`src/rtl/subtraction_module_8bit_seq.sv`:
```
// Bit-serial signed subtractor: Diff = A - B - Bin, one bit per clock, LSB first.
// Signed overflow forces Diff to zero; Start/Busy/Done handshake with one-cycle Done.
module subtraction_module_8bit_seq #(
  parameter int WIDTH = 8,
  parameter int CNT_W = 3
) (
  input  logic             Clk,
  input  logic             Rst_n,
  input  logic             Start,
  input  logic [WIDTH-1:0] A,
  input  logic [WIDTH-1:0] B,
  input  logic             Bin,
  output logic             Busy,
  output logic             Done,
  output logic [WIDTH-1:0] Diff,
  output logic             Borrow,
  output logic             Overflow
);

  typedef enum logic [0:0] {
    IDLE  = 1'b0,
    SHIFT = 1'b1
  } state_t;

  localparam logic [CNT_W-1:0] LAST_BIT = CNT_W'(WIDTH - 1);
  localparam logic [CNT_W-1:0] CNT_ONE  = CNT_W'(1);

  state_t             state_q, state_d;
  logic [CNT_W-1:0]   cnt_q, cnt_d;
  logic [WIDTH-1:0]   a_q, a_d;
  logic [WIDTH-1:0]   b_q, b_d;
  logic [WIDTH-1:0]   res_q, res_d;
  logic               bw_q, bw_d;
  logic               busy_q, busy_d;
  logic               done_q, done_d;
  logic [WIDTH-1:0]   diff_q, diff_d;
  logic               borrow_q, borrow_d;
  logic               ovf_q, ovf_d;

  logic               bit_a_s, bit_b_s, bit_d_s, bw_nxt_s, ovf_s;

  // Next-state, datapath and handshake logic
  always_comb begin
    state_d  = state_q;
    cnt_d    = cnt_q;
    a_d      = a_q;
    b_d      = b_q;
    res_d    = res_q;
    bw_d     = bw_q;
    busy_d   = busy_q;
    done_d   = 1'b0;
    diff_d   = diff_q;
    borrow_d = borrow_q;
    ovf_d    = ovf_q;

    bit_a_s  = a_q[cnt_q];
    bit_b_s  = b_q[cnt_q];
    bit_d_s  = bit_a_s ^ bit_b_s ^ bw_q;
    bw_nxt_s = (~bit_a_s & bit_b_s) | (~(bit_a_s ^ bit_b_s) & bw_q);
    // borrow into the MSB versus borrow out of it
    ovf_s    = bw_q ^ bw_nxt_s;

    case (state_q)
      IDLE: begin
        if (Start) begin
          state_d = SHIFT;
          a_d     = A;
          b_d     = B;
          bw_d    = Bin;
          res_d   = {WIDTH{1'b0}};
          cnt_d   = {CNT_W{1'b0}};
          busy_d  = 1'b1;
        end else begin
          state_d = IDLE;
        end
      end
      SHIFT: begin
        res_d[cnt_q] = bit_d_s;
        bw_d         = bw_nxt_s;
        cnt_d        = cnt_q + CNT_ONE;
        if (cnt_q == LAST_BIT) begin
          state_d  = IDLE;
          busy_d   = 1'b0;
          done_d   = 1'b1;
          borrow_d = bw_nxt_s;
          ovf_d    = ovf_s;
          diff_d   = ovf_s ? {WIDTH{1'b0}} : res_d;
        end else begin
          state_d  = SHIFT;
        end
      end
      default: begin
        state_d = IDLE;
        busy_d  = 1'b0;
      end
    endcase
  end

  // State and datapath registers
  always_ff @(posedge Clk or negedge Rst_n) begin
    if (!Rst_n) begin
      state_q  <= IDLE;
      cnt_q    <= {CNT_W{1'b0}};
      a_q      <= {WIDTH{1'b0}};
      b_q      <= {WIDTH{1'b0}};
      res_q    <= {WIDTH{1'b0}};
      bw_q     <= 1'b0;
      busy_q   <= 1'b0;
      done_q   <= 1'b0;
      diff_q   <= {WIDTH{1'b0}};
      borrow_q <= 1'b0;
      ovf_q    <= 1'b0;
    end else begin
      state_q  <= state_d;
      cnt_q    <= cnt_d;
      a_q      <= a_d;
      b_q      <= b_d;
      res_q    <= res_d;
      bw_q     <= bw_d;
      busy_q   <= busy_d;
      done_q   <= done_d;
      diff_q   <= diff_d;
      borrow_q <= borrow_d;
      ovf_q    <= ovf_d;
    end
  end

  assign Busy     = busy_q;
  assign Done     = done_q;
  assign Diff     = diff_q;
  assign Borrow   = borrow_q;
  assign Overflow = ovf_q;

endmodule

```
`config.mk`:
```
export PLATFORM = sky130hd
export DESIGN_NAME = subtraction_module_8bit_seq
export DESIGN_NICKNAME = d
export VERILOG_FILES = /design/src/rtl/subtraction_module_8bit_seq.sv
export SDC_FILE = /design/constraint.sdc
export NUM_CORES = 1
export LEC_CHECK = 0
export BUFFER_PORTS_ARGS = -buffer_cell sky130_fd_sc_hd__buf_4
export CORE_UTILIZATION = 43
export DETAILED_ROUTE_END_ITERATION = 7
export GPL_TIMING_DRIVEN = 0
export PLACE_DENSITY = 0.7
export SKIP_CTS_REPAIR_TIMING = 1
export SYNTH_ARGS = -nofsm -noshare
export SYNTH_HDL_FRONTEND = slang
export SYNTH_SLANG_ARGS = --single-unit
```
`constraint.sdc`:
```
create_clock -name Clk -period 2.75 [get_ports Clk]
set_clock_uncertainty 0.2 [all_clocks]
set_input_delay 0.1375 -clock Clk [delete_from_list [all_inputs] [get_ports Clk]]
set_output_delay 0.1375 -clock Clk [all_outputs]
set_load 0.05 [all_outputs]
```
### Word level (Yosys, flattened, before mapping)

Index checks and enable logic that the tools add are counted.

| word-level totals | value |
|---|---|
| output and inout port bits | 12 |
| bits in registers | 41 |
| input bits | 20 |
| logic and storage cells | 52 |

| operators by class | value |
|---|---|
| add/subtract/negate cells | 1 |
| reduce and logical (&&, ||, !) cells | 4 |
| magnitude comparators | 2 |
| eq/ne operators | 3 |
| mux-type cells | 22 |
| bitwise operators | 9 |

Operator list:

| kind | count |
|---|---|
| 2-to-1 mux 8 bit | 2 |
| one-hot mux 8 bit (2 select lines) | 1 |
| 2-to-1 mux 1 bit | 10 |
| bitwise mux 8 bit | 1 |
| binary-select mux 1 bit (select 3 bit) | 2 |
| one-hot mux 1 bit (2 select lines) | 3 |
| one-hot mux 3 bit (2 select lines) | 1 |
| AND reduction 2 bit | 3 |
| less-than comparator 3 x 4 -> 1 bit (second input constant) | 1 |
| adder 3 x 1 -> 3 bit (second input constant) | 1 |
| demux 1 bit (select 3 bit) | 1 |
| == test 3 bit (second input constant) | 1 |
| greater-or-equal comparator 3 x 1 -> 1 bit (second input constant) | 1 |
| 2-to-1 mux 3 bit | 1 |
| inverter 1 bit | 3 |
| XOR 1 bit | 3 |
| AND 1 bit | 2 |
| != test 2 x 1 -> 1 bit (second input constant) | 1 |
| != test 2 bit (second input constant) | 1 |
| logical AND 1 bit | 1 |
| bitwise OR 1 bit | 1 |

### Longest topological paths before layout

| logic depth | value |
|---|---|
| word-level depth | 8 |
| depth in mapped cells | 9 |
| depth with buffers taken out | 7 |

### Least setup slack after synthesis

No wires, ideal clock.

| path | value |
|---|---|
| path kind | flip-flop to flip-flop |
| start | reg cnt_q[1] |
| end | reg diff_q[0], in the netlist Diff[0] |
| period minus slack after synthesis | 2.531 ns |
| buffers on the path | 0 |
| stages on the path, launching flop included | 7 |
| setup time | 0.129 ns |
| path slack | 0.219 ns |
| data required time | 2.421 ns |
| data arrival time | 2.202 ns |
| cell sequence | dfrtp_1 > mux2_4 > a221o_1 > a222oi_1 > fa_1 > mux2i_1 > o21ai_0 |

| on the way | value |
|---|---|
| word-level cells in the longest chain between the ends | 8 |
| elaborated cells on any way between the ends | 21 |
| classes of those cells | order compare (2); eq/ne (1); mux (8); bitwise (8); reduce/logical (2) |

Ends and longest elaborated chain:

| what | line | RTL |
|---|---|---|
| start, declared | 29 | `logic [CNT_W-1:0] cnt_q, cnt_d;` |
| start signal, assigned | 103 | `cnt_q <= {CNT_W{1'b0}};` |
| start signal, assigned | 115 | `cnt_q <= cnt_d;` |
| binary-select mux 1 bit (select 3 bit) (on tied branches) | 56, 57 |  |
| 2-to-1 mux 1 bit (on tied branches) | 56, 57 |  |
| XOR 1 bit | 58, 59 |  |
| inverter 1 bit | 59 | `bw_nxt_s = (~bit_a_s & bit_b_s) \| (~(bit_a_s ^ bit_b_s) & bw_q);` |
| AND 1 bit | 59 |  |
| bitwise OR 1 bit | 59 |  |
| XOR 1 bit | 61 | `ovf_s = bw_q ^ bw_nxt_s;` |
| 2-to-1 mux 8 bit | 87 | `diff_d = ovf_s ? {WIDTH{1'b0}} : res_d;` |
| end signal, assigned | 110 | `diff_q <= {WIDTH{1'b0}};` |
| end signal, assigned | 122 | `diff_q <= diff_d;` |
| end, declared | 36 | `logic [WIDTH-1:0] diff_q, diff_d;` |

Parallel ways exist; a longest one is shown, timed or not. The select of a mux whose other input is x is not followed.
A chain may end at the register's enable or synchronous reset.

### Worst setup path after layout

| path | value |
|---|---|
| start | reg cnt_q[0] |
| end | reg diff_q[7], in the netlist Diff[7] |

Same word-level chain as after synthesis.

==> results_tabular.tex <==
\begin{tabular}{lr}
\hline
Metric & Value \\
\hline
\multicolumn{2}{l}{\textbf{Final layout}} \\
Area overhead of the layout relative to synthesis & 30.7\% \\
Number of diodes & 0 \\
Most common cell after layout, fill and taps aside & sky130\_fd\_sc\_hd\_\_dfrtp\_1 \\
Commonest non-fill, non-tap cells in the layout & sky130\_fd\_sc\_hd\_\_dfrtp\_1, sky130\_fd\_sc\_hd\_\_buf\_4, sky130\_fd\_sc\_hd\_\_dlygate4sd3\_1 \\
Nets & 242 \\
Ratio of cells with drive above 1 in the final layout & 31.7\% \\
\multicolumn{2}{l}{\textbf{Worst setup path}} \\
Classification of the worst setup path & flip-flop to flip-flop \\
CP max-delay cell & sky130\_fd\_sc\_hd\_\_fa\_2 \\
CP dominant cell by count & sky130\_fd\_sc\_hd\_\_buf\_2 \\
CP cell instances & buf\_2 > buf\_2 > a221o\_1 > a222oi\_1 > buf\_4 > fa\_2 > mux2i\_1 > o21ai\_0 \\
Launching element type of the critical path & flip-flop \\
Crit path max-delay family & compound AO/OA/AOI/OAI gates \\
Highest fanout seen on the critical path & 10 \\
Cell depth of the worst flop-to-flop path & 8 \\
Required time of the critical path & 2710 ps \\
Buffers and inverters on the worst path & 3 \\
Endpoint class of the critical path & flip-flop \\
Stages on the worst setup path & 8 \\
R2R Path Start & cnt\_q[0]\$\_DFFE\_PN0P\_ \\
CP max stage delay & slightly below 500 ps \\
Arrival time reported for the critical path endpoint & 2610 ps \\
Source of the critical timing path & cnt\_q[0]\$\_DFFE\_PN0P\_ \\
\multicolumn{2}{l}{\textbf{Yosys}} \\
Gate count after technology mapping & 161 \\
Number of enable flip-flop cells after synthesis & 0 \\
Post-synthesis register bit count & 41 \\
Post-synthesis instance area & 1920 sq um \\
Share of the synthesized area in the top cell type & 53.5\% \\
Post-synth net total & 185 \\
Largest cells by area after synthesis & sky130\_fd\_sc\_hd\_\_dfrtp\_1, sky130\_fd\_sc\_hd\_\_mux2i\_1, sky130\_fd\_sc\_hd\_\_mux2\_2 \\
Async set-or-reset flop fraction in the synthesized netlist & 100\% \\
Share of synthesized area occupied by flip-flops and latches & 53.5\% \\
Mean area per synthesized cell & 11.9 sq um \\
Yosys Warn Count & 0 \\
Count of unique library cells instantiated by Yosys & 30 \\
Most used flip-flop cell after synthesis & sky130\_fd\_sc\_hd\_\_dfrtp\_1 \\
Library cell with the largest summed area after synthesis & sky130\_fd\_sc\_hd\_\_dfrtp\_1 \\
\multicolumn{2}{l}{\textbf{Power and ir drop}} \\
Logic pwr share & 53.4\% \\
Power Dens Cells & 1250 nW/um\^{}2 \\
Lkg Pwr & 1.18 nW \\
Net switching power & 0.00130 W \\
Internal Pwr Total & 0.00183 W \\
Clock power share & 12.5\% \\
Power share of the sequential group & about a third \\
Largest vdd supply drop & 0.000632 V \\
Share of total power consumed by net switching & 41.5\% \\
\multicolumn{2}{l}{\textbf{Timing}} \\
Time the final worst path needs with I/O delays and setup & 2650 ps \\
Total Neg Setup Slack & 0 ps \\
Final hold violation count & 0 \\
Worst slew slack as a fraction of its limit & 66.1\% \\
Maximum clock frequency & approximately 380 MHz \\
Smallest hold slack & 169 ps \\
Final number of max-transition violations & 0 \\
\# setup viols final & 0 \\
Transition at the pin with the smallest max-transition slack & 508 ps \\
Post-route fraction of the period consumed by the critical path & 96.4\% \\
\multicolumn{2}{l}{\textbf{Global routing}} \\
Global-route track usage on met3 & under 10\% \\
GR Util All Layers & a little under a fifth \\
Total grt overflow & 0 \\
Busiest metal layer after global routing & met2 \\
GR Layer Usage met1 & 23.7\% \\
M2 GR Usage & 32.2\% \\
Wire length of the first global-routing pass & 6380 um \\
Via count of the first global-routing pass & 1374 \\
Maximum number of pins on one net before global-route repair & 42 \\
Number of antenna violations at the first check in global routing & 0 \\
\multicolumn{2}{l}{\textbf{CTS}} \\
Maximum level of the CTS H-tree & 2 \\
Register clock-pin slew on the reported worst setup and hold paths & around 70 ps \\
Clock tree buffer depth & 2 \\
Number of buffers created by CTS & 5 \\
TritonCTS clock tree & yes \\
Source-to-sink clock delay at the later pin of the worst-skew pair & 290 ps \\
Clk Tree Root Cell & sky130\_fd\_sc\_hd\_\_clkbuf\_8 \\
TritonCTS Sinks & 41 \\
\multicolumn{2}{l}{\textbf{Floorplanning}} \\
Floorplan die height & 68.8 um \\
Die area & around 4700 sq um \\
IO Pins & 32 \\
Die X & between 60 and 70 um \\
Initial Util & 46.3\% \\
Std-Cell Core Area & 4140 sq um \\
Cell row count & 23 \\
\multicolumn{2}{l}{\textbf{Place}} \\
HPWL after detailed placement & between 2000 and 3000 um \\
Gp weighted congestion & 0.802 \\
Count of buffers from port buffering & 31 \\
\multicolumn{2}{l}{\textbf{Detailed routing}} \\
Count of nets left with antenna violations after detail routing & 0 \\
WL/cell & 14.8 um \\
Post-DR vias/cell & 5.17 \\
Routed wire length & 3950 um \\
Starting DRC count in detailed routing & between 50 and 60 \\
Drt first pass iters & 4 \\
Via count & 1385 \\
DRC violations left & 0 \\
\multicolumn{2}{l}{\textbf{Worst hold path}} \\
Hold Crit Class & input pin to asynchronous set/reset pin \\
\multicolumn{2}{l}{\textbf{Job}} \\
Max-Cap Viols & 0 \\
\multicolumn{2}{l}{\textbf{Outcome}} \\
Result of the run & finished, final reports clean \\
\hline
\end{tabular}
==> flip-flops by register name, indices dropped and copies added, names as in the netlist <==
signal    count
Borrow        1
Busy          1
Diff          8
Done          1
Overflow      1
a_q           8
b_q           8
bw_q          1
cnt_q         3
res_q         8
state_q       1
==> worst paths after layout <==
check,slack [ps],end
worst max-delay path,100,Diff[7]$_DFFE_PN0P_
worst min-delay path,170,Borrow$_DFFE_PN0P_
worst max register to register,100,Diff[7]$_DFFE_PN0P_
worst min register to register,280,Borrow$_DFFE_PN0P_
max in group asynchronous,1810,cnt_q[1]$_DFFE_PN0P_
min in group Clk,280,Borrow$_DFFE_PN0P_
==> power by group through the flow <==
stage               logic [W]  clock network [W]  registers (W)
floorplan            0.000977                  0        0.00125
global placement      0.00156                  0        0.00104
detailed placement    0.00161                  0        0.00106
CTS                   0.00162           0.000402        0.00105
global route          0.00185           0.000435        0.00111
finish                0.00167           0.000390        0.00107
==> cell families (layout without fill, tap and decap cells) <==
kind of cell | after synthesis | in the layout | share of synthesized area, %
mux | 36 | 36 | 20.1
buf+inv | 14 | 71 | 3.39
simple gates | 43 | 43 | 12.1
xor+xnor | 1 | 1 | 0.457
fa+ha+maj | 4 | 4 | 3.39
compound gates | 22 | 22 | 7.11
flops | 41 | 41 | 53.5
==> stage by stage <==
stage	setup slack, ps	total power [W]	instances	util, %	area (sq um)
finish	98.0	0.00313	268	60.5	2510
global route	-3.40	0.00339	268	60.5	2510
CTS	-71.3	0.00307	249	55.5	2300
detailed placement	-66.6	0.00268	242	53.4	2210
global placement	-36.6	0.00260	242	53.4	2210
floorplan	219	0.00223	161	-	1920
==> routing by layer <==
| layer | up-vias | part of all wire (%) |
|---|---|---|
| met1 | 675 | 43 |
| met2 | 33 | 52 |
| met5 | - | 0 |
| met4 | 0 | 0.73 |
| met3 | 5 | 4.0 |
| li1 | 672 | - |
==> cell usage after synthesis (2+ instances only) <==
cell type	count
sky130_fd_sc_hd__buf_2	7
sky130_fd_sc_hd__ha_1	2
sky130_fd_sc_hd__o21ai_0	13
sky130_fd_sc_hd__inv_1	3
sky130_fd_sc_hd__nand3b_1	4
sky130_fd_sc_hd__fa_1	2
sky130_fd_sc_hd__dfrtp_1	41
sky130_fd_sc_hd__nand2b_1	10
sky130_fd_sc_hd__mux2_2	16
sky130_fd_sc_hd__clkbuf_1	3
sky130_fd_sc_hd__and3_1	2
sky130_fd_sc_hd__nand2_1	14
sky130_fd_sc_hd__nor2_1	4
sky130_fd_sc_hd__nor2b_1	3
sky130_fd_sc_hd__mux2i_1	19
sky130_fd_sc_hd__nor3b_1	4
==> layout make-up <==
type | count | area, sq um
Buffer | 10 | 50.0
Tap cell | 50 | 62.6
Fill cell | 360 | 1640
Clock buffer | 7 | 86.3
Inverter | 3 | 11.3
Timing Repair Buffer | 51 | 430
Multi-Input combinational cell | 106 | 838
Sequential cell | 41 | 1030
Note: power is estimated with default switching activity, not from simulation.
